## config.mk

```make
export PLATFORM = sky130hd
export DESIGN_NAME = fpu_quadrant_restore_flat
export DESIGN_NICKNAME = d
export VERILOG_FILES = /design/src/rtl/fpu_quadrant_restore_if.sv /design/src/rtl/fpu_quadrant_restore.sv /design/src/flat_wrapper.sv
export SDC_FILE = /design/constraint.sdc
export NUM_CORES = 1
export LEC_CHECK = 0
export BUFFER_PORTS_ARGS = -buffer_cell sky130_fd_sc_hd__buf_2
export CAP_MARGIN = 20
export CORE_MARGIN = 2
export CORE_UTILIZATION = 45
export CTS_CLUSTER_DIAMETER = 200
export CTS_CLUSTER_SIZE = 28
export DETAILED_ROUTE_END_ITERATION = 10
export PLACE_DENSITY = 0.74
export SYNTH_ARGS = -nofsm -noshare
export SYNTH_HDL_FRONTEND = slang
export SYNTH_SLANG_ARGS = --single-unit
```

## constraint.sdc

```tcl
create_clock -name clk -period 1.8 [get_ports clk]
set_input_delay 0.09 -clock clk [delete_from_list [all_inputs] [get_ports clk]]
set_output_delay 0.09 -clock clk [all_outputs]
set_load 0.01 [all_outputs]
```

## src/rtl/fpu_quadrant_restore_if.sv

```systemverilog
// fpu_quadrant_restore_if: handshake and operand bus for the quadrant restore stage.
// Signals: enable/sin_in/cos_in/quadrant/angle_sign/err_in flow master -> slave;
//          sin_out/cos_out/done/error flow slave -> master.
// W is the full float word width (1 + exponent + mantissa).
interface fpu_quadrant_restore_if #(parameter int W = 80);
    logic         enable;
    logic [W-1:0] sin_in;
    logic [W-1:0] cos_in;
    logic [1:0]   quadrant;
    logic         angle_sign;
    logic         err_in;
    logic [W-1:0] sin_out;
    logic [W-1:0] cos_out;
    logic         done;
    logic         error;
    modport master (
        output enable, sin_in, cos_in, quadrant, angle_sign, err_in,
        input  sin_out, cos_out, done, error
    );
    modport slave (
        input  enable, sin_in, cos_in, quadrant, angle_sign, err_in,
        output sin_out, cos_out, done, error
    );
endinterface

```

## src/rtl/fpu_quadrant_restore.sv

```systemverilog
// fpu_quadrant_restore: maps sin/cos of the reduced angle back to the original angle's quadrant and sign.
// Ports: clk (rising edge), reset_n (async, active low),
//        bus (fpu_quadrant_restore_if.slave): enable/done handshake, S/C operands, quadrant,
//        angle sign, reducer error in; restored sin/cos and error out.
// Option: define FPU_QUAD_RESTORE_SIGNED_ZERO_EN to keep computed signs on zero results;
//         otherwise every zero result is +0.
module fpu_quadrant_restore #(
    parameter int EXP_W  = 15,
    parameter int MANT_W = 64
) (
    input logic                  clk,
    input logic                  reset_n,
    fpu_quadrant_restore_if.slave bus
);
    localparam int W = 1 + EXP_W + MANT_W;
    localparam logic [MANT_W-1:0] INF_MANT = {1'b1, {(MANT_W-1){1'b0}}};
    localparam logic [W-1:0] NAN_IND = {1'b1, {EXP_W{1'b1}}, 2'b11, {(MANT_W-2){1'b0}}};

    typedef enum logic [1:0] {IDLE, SELECT, SIGN, DONE} state_t;

    state_t       state_q, state_d;
    logic [W-1:0] lat_s, lat_c;
    logic [1:0]   lat_q;
    logic         lat_sign, lat_err;
    logic         latch, swap, load, clear;

    // NaNs pass untouched; everything else only has its sign bit flipped.
    function automatic logic [W-1:0] restore(input logic [W-1:0] x, input logic neg);
        logic nan;
        nan = (&x[W-2 -: EXP_W]) && (x[MANT_W-1:0] != INF_MANT);
`ifdef FPU_QUAD_RESTORE_SIGNED_ZERO_EN
        restore = nan ? x : {x[W-1] ^ neg, x[W-2:0]};
`else
        restore = nan ? x : {(x[W-1] ^ neg) & (x[W-2:0] != '0), x[W-2:0]};
`endif
    endfunction

    // Dropping enable in any state returns to IDLE on the next edge.
    always_comb begin
        state_d = !bus.enable ? IDLE :
                  state_q == IDLE   ? SELECT :
                  state_q == SELECT ? SIGN : DONE;
        latch   = state_q == IDLE   && bus.enable;
        swap    = state_q == SELECT && bus.enable && lat_q[0];
        load    = state_q == SIGN   && bus.enable;
        clear   = state_q == DONE   && !bus.enable;
    end

    always_ff @(posedge clk or negedge reset_n) begin
        if (!reset_n) state_q <= IDLE;
        else          state_q <= state_d;
    end

    always_ff @(posedge clk or negedge reset_n) begin
        if (!reset_n) begin
            lat_s       <= '0;
            lat_c       <= '0;
            lat_q       <= '0;
            lat_sign    <= 1'b0;
            lat_err     <= 1'b0;
            bus.sin_out <= '0;
            bus.cos_out <= '0;
            bus.done    <= 1'b0;
            bus.error   <= 1'b0;
        end else begin
            if (latch) begin
                lat_s    <= bus.sin_in;
                lat_c    <= bus.cos_in;
                lat_q    <= bus.quadrant;
                lat_sign <= bus.angle_sign;
                lat_err  <= bus.err_in;
            end
            // Odd quadrants exchange the roles of sin and cos.
            if (swap) begin
                lat_s <= lat_c;
                lat_c <= lat_s;
            end
            // sin is negative in q2/q3, cos in q1/q2; an odd function also follows the angle sign.
            if (load) begin
                bus.sin_out <= lat_err ? NAN_IND : restore(lat_s, lat_q[1] ^ lat_sign);
                bus.cos_out <= lat_err ? NAN_IND : restore(lat_c, ^lat_q);
                bus.done    <= 1'b1;
                bus.error   <= lat_err;
            end
            if (clear) begin
                bus.done  <= 1'b0;
                bus.error <= 1'b0;
            end
        end
    end
endmodule
```

## src/flat_wrapper.sv

```systemverilog
// flat-port wrapper written by rule: the top's interface ports become plain ports
module fpu_quadrant_restore_flat 
#(
    parameter int EXP_W  = 15,
    parameter int MANT_W = 64
)
  (clk, reset_n, bus_enable, bus_sin_in, bus_cos_in, bus_quadrant, bus_angle_sign, bus_err_in, bus_sin_out, bus_cos_out, bus_done, bus_error);
  fpu_quadrant_restore_if bus_i ();
  input logic clk;
  input logic reset_n;
  input wire logic [$bits(bus_i.enable)-1:0] bus_enable;
  input wire logic [$bits(bus_i.sin_in)-1:0] bus_sin_in;
  input wire logic [$bits(bus_i.cos_in)-1:0] bus_cos_in;
  input wire logic [$bits(bus_i.quadrant)-1:0] bus_quadrant;
  input wire logic [$bits(bus_i.angle_sign)-1:0] bus_angle_sign;
  input wire logic [$bits(bus_i.err_in)-1:0] bus_err_in;
  output wire logic [$bits(bus_i.sin_out)-1:0] bus_sin_out;
  output wire logic [$bits(bus_i.cos_out)-1:0] bus_cos_out;
  output wire logic [$bits(bus_i.done)-1:0] bus_done;
  output wire logic [$bits(bus_i.error)-1:0] bus_error;
  assign bus_i.enable = bus_enable;
  assign bus_i.sin_in = bus_sin_in;
  assign bus_i.cos_in = bus_cos_in;
  assign bus_i.quadrant = bus_quadrant;
  assign bus_i.angle_sign = bus_angle_sign;
  assign bus_i.err_in = bus_err_in;
  assign bus_sin_out = bus_i.sin_out;
  assign bus_cos_out = bus_i.cos_out;
  assign bus_done = bus_i.done;
  assign bus_error = bus_i.error;
  fpu_quadrant_restore #(.EXP_W(EXP_W), .MANT_W(MANT_W)) u_core (.clk(clk), .reset_n(reset_n), .bus(bus_i));
endmodule
```

==> run summary <==
The global router's overall resource usage came out at 0.276. The capturing element type of the critical path is a flip-flop. The final reports fail on setup timing. The footprint of the flip-flops and latches is approximately 8200 um^2.

The average via count per standard cell is approximately 5.5. The maximum number of pins on one net before global-route repair is 100. The top cell type's share of synthesized area is 0.577. Timing analysis after detailed placement gives a worst setup slack of -0.330 ns. The final routed wire length divided by cell count is 19.0 um. After detailed routing, the met2 layer carries 22700 um of wire. For this run, the top clock speed supported by timing is 519 MHz.

The number of nets in the synthesized netlist is 1665. Across the run, the number of max-cap violations was 0. The number of violations reported at the end of detailed-routing iteration 0 is 1187.

The biggest area contributor in the post-synthesis netlist is sky130_fd_sc_hd__dfrtp_1. The number of H-tree levels came out at 1. After layout, the minimum clock period comes to about 1.9 ns. The share of total power dissipated in the clock network is 0.177. At the pin with the least slew margin, the transition time is 0.592 ns. After synthesis, the netlist uses 33 different library cells. The worst setup path is of the flip-flop to flip-flop kind. The top routing layer in use is met4. Measured along the x axis, the die boundary spans around 180 um. The combined area of all synthesized cells came out at between 10000 and 15000 um^2. The area of the multi-input gates came out at 5490 um^2. The flow ran to the end, but the final reports show violations. The number of remaining DRC errors came out at 0. The worst setup path is launched from a flip-flop. The buffer type at the clock tree root is sky130_fd_sc_hd__clkbuf_16. The total die area came out at 33000 um^2. The insertion delay to the later sink of the worst-skew pair came out at 0.50 ns. Wires add up to 46100 um. The via count came out at 13200.

The post-synthesis average cell area is 9.49 um^2. The number of sinks on the clock net is between 300 and 400. In the final routing, the length of wire on met1 measures between 15000 and 20000 um. Of the cells placed in the final design, the portion with a size suffix greater than 1 is 0.240. The number of cells traversed by the worst register-to-register path is 6. The final number of setup-violating endpoints is 2. The floorplan has 65 rows.

The worst ir drop on vdd came out at 0.823 mV. In the synthesized netlist, the number of instances is 1498. The core box area came out at about 31000 um^2. The number of nets in the final layout is approximately 2200. The global-route congestion overflow total came out at 0. The static leakage power is about 9.5 nW.

The first-pass iteration count of the detailed router is 7. The total clock buffers created by CTS came out at 15. The switching power came out at 7.66 mW. Setup repair after global routing could not meet its margin everywhere. The kind of path behind the tightest hold check is input port to asynchronous set/reset pin. The power per standard cell area is 1130 nW/um^2.

For this design, the slowest cell found on the critical path is sky130_fd_sc_hd__dfrtp_1. The number of endpoints with negative hold slack in the final report came out at 0. Of the total power, the share spent switching nets is 0.355. Of the synthesized area, sequential elements account for 0.577. The total met3 wirelength after detailed routing came out at 3510 um. The total half-perimeter wirelength after legalization and detailed placement came out at 31200 um. The largest stage delay on the critical path came out at between 0.4 and 0.5 ns.

During placement, the flow inserted port buffers numbering ~330. The number of global-route vias before repair is 13100. The signal on the critical path passes through nor4_1 -> nand4_1 -> nor4_2 -> buf_4 -> nand3_2 -> a41oi_2. The count of boundary I/O pins came out at 329. The count of warnings emitted by yosys came out at 0. The area added between synthesis and finish came out at 33.9%. The final count of pins violating max slew is 0. In the post-synthesis netlist, the biggest area contributors are sky130_fd_sc_hd__dfrtp_1, sky130_fd_sc_hd__nand2_1, sky130_fd_sc_hd__a22oi_1. The final worst slack came out at -0.128 ns. The maximum buffer depth of the clock tree came out at 3. The launch point of the worst reg-to-reg path is u_core.lat_c[6].

The share of the cycle needed by the critical path after routing is 1.07. The largest fanout on the critical path came out at 4. The worst-case headroom to the max-slew limit came out at 0.605. In this run the critical register-to-register path is captured at u_core.bus.cos_out[79]. The arrival time at the worst endpoint came out at 2.36 ns. The setup slack on the worst flop-to-flop path came out at -0.13 ns. The synthesis-stage register bit count is roughly 330. The global placer's final weighted congestion is 0.914.

The starting density of the core came out at 0.454. Once layout is complete, the utilization of the core stands at 0.608. The share of total power in sequential cells is 0.510. Of the total power, combinational logic draws 0.313. On the final layout, the worst clock skew is ~0.013 ns. The die is 182 um tall.

The first global-routing pass estimated 72100 um of wire. The number of nets with antenna violations after detailed routing is 0. The internal power is 13.9 mW. TritonCTS built the clock tree.

The clock-pin slew on the worst setup and hold paths came out at approximately 0.11 ns. The final-layout fill cell count is 2560. The initial antenna violation count is 3.

The required time of the critical path is 2.23 ns.
-- final cells by class --
| cell class | instances | area share |
|---|---|---|
| diodes | 3 | 0.000395 |
| clock buffers | 16 | 0.0199 |
| clock inverters | 1 | 0.000460 |
| inverters | 3 | 0.000592 |
| multi-input cells | 1060 | 0.289 |
| flip-flops and latches | 328 | 0.432 |
| well taps | 402 | 0.0264 |
| repair buffers | 609 | 0.232 |
-- cells in the final DEF, fill, tap and decap left out, drive strengths merged, types with 2 or more instances in the layout --
cell type | synthesis | routed
and2 | 2 | 2
nand3 | 4 | 4
buf | 66 | 443
a41oi | 2 | 2
a21o | 2 | 2
nand4 | 16 | 16
nand2b | 124 | 124
or3 | 2 | 2
nor4 | 42 | 42
xnor2 | 4 | 4
inv | 3 | 4
dlygate4sd3 | 0 | 166
o21ai | 167 | 167
dfrtp | 328 | 328
mux2 | 4 | 4
nor3 | 2 | 2
nand2 | 516 | 516
clkbuf | 41 | 16
nor3b | 2 | 2
nor2 | 5 | 5
diode | 0 | 3
a22oi | 160 | 160
-- synth_stat cells (all sizes together) --
library cell,n
or3,2
a21oi,1
and2,2
a31oi,1
a21boi,1
xnor2,4
clkbuf,41
o21ai,167
nand2b,124
nand4,16
mux2,4
a21o,2
nand3,4
nand2,516
nor2b,1
dfrtp,328
a41oi,2
nor2,5
buf,66
nor3,2
a22oi,160
nor4,42
or2,1
nor3b,2
inv,3
o21a,1
-- logic make-up (layout without fill, tap and decap cells) --
group / count (synthesis) / count (layout) / synth area share
AND/OR/NAND/NOR: 717 / 717 / 0.225
AO/OA/AOI/OAI: 335 / 335 / 0.147
flip-flops: 328 / 328 / 0.577
buffers and inverters: 110 / 629 / 0.0446
XOR/XNOR: 4 / 4 / 0.00246
multiplexers: 4 / 4 / 0.00317
other: 0 / 3 / 0
-- flip-flops by register name, summed over array words and instances, names as in the netlist --
name                count
u_core.bus.cos_out     80
u_core.bus.done         1
u_core.bus.error        1
u_core.bus.sin_out     80
u_core.lat_c           80
u_core.lat_err          1
u_core.lat_q            2
u_core.lat_s           80
u_core.lat_sign         1
u_core.state_q          2
-- through the flow --
stage	cells	hold WS [ns]	area, um^2	TNS, ns	power, mW
final	2422	0.0914	19000	-0.192	21.6
after global routing	2422	0.111	19000	-0.318	22.8
after CTS	2418	0.0957	19000	-0.141	21.5
after detailed placement	2234	0.0389	16900	-0.469	17.4
after global placement	2234	0.0415	16900	-0.388	17.1
after floorplan	1498	-0.206	14200	0	13.9
-- layer usage --
layer,vias up,GRT usage
met4,0,0.0878
met1,6384,0.354
met5,-,0
li1,6094,-
met2,634,0.476
met3,94,0.0475
-- worst max-delay path: cells and delay by family, from the launching register on --
kind	cells	cell delay, ns
flops	1	0.43
compound gates	1	0.19
buf+inv	1	0.17
simple gates	4	1.06
-- worst max-delay path by stage --
stage	start	endpoint	slack (ns)	depth (start not counted)
after floorplan	u_core.state_q[1]	u_core.bus.cos_out[30]	0.29	9
after global placement	u_core.lat_c[39]	u_core.bus.cos_out[79]	-0.31	7
after detailed placement	u_core.lat_c[39]	u_core.bus.cos_out[79]	-0.33	7
after CTS	u_core.lat_c[8]	u_core.bus.cos_out[79]	-0.08	7
after global routing	u_core.lat_c[39]	u_core.bus.cos_out[79]	-0.21	7
final	u_core.lat_c[6]	u_core.bus.cos_out[79]	-0.13	6
-- power by group through the flow --
stage	Sequential, mW	Combinational (mW)	Clock, mW
after detailed placement	11.0	6.34	0
after CTS	10.9	6.69	3.93
after global placement	10.9	6.23	0
after floorplan	11.2	2.69	0
final	11.0	6.74	3.81
after global routing	11.2	7.44	4.16
-- repair_timing --
action / 4_1_cts / 5_1_grt
pin swaps: 6 / 3
hold buffers: 166 / 0
buffers inserted: 1 / 1
endpoints found under the setup margin: 2 / 21
gates resized for setup: 10 / 5
hold endpoints to repair: 496 / 0
(Power assumes the default switching activity.)
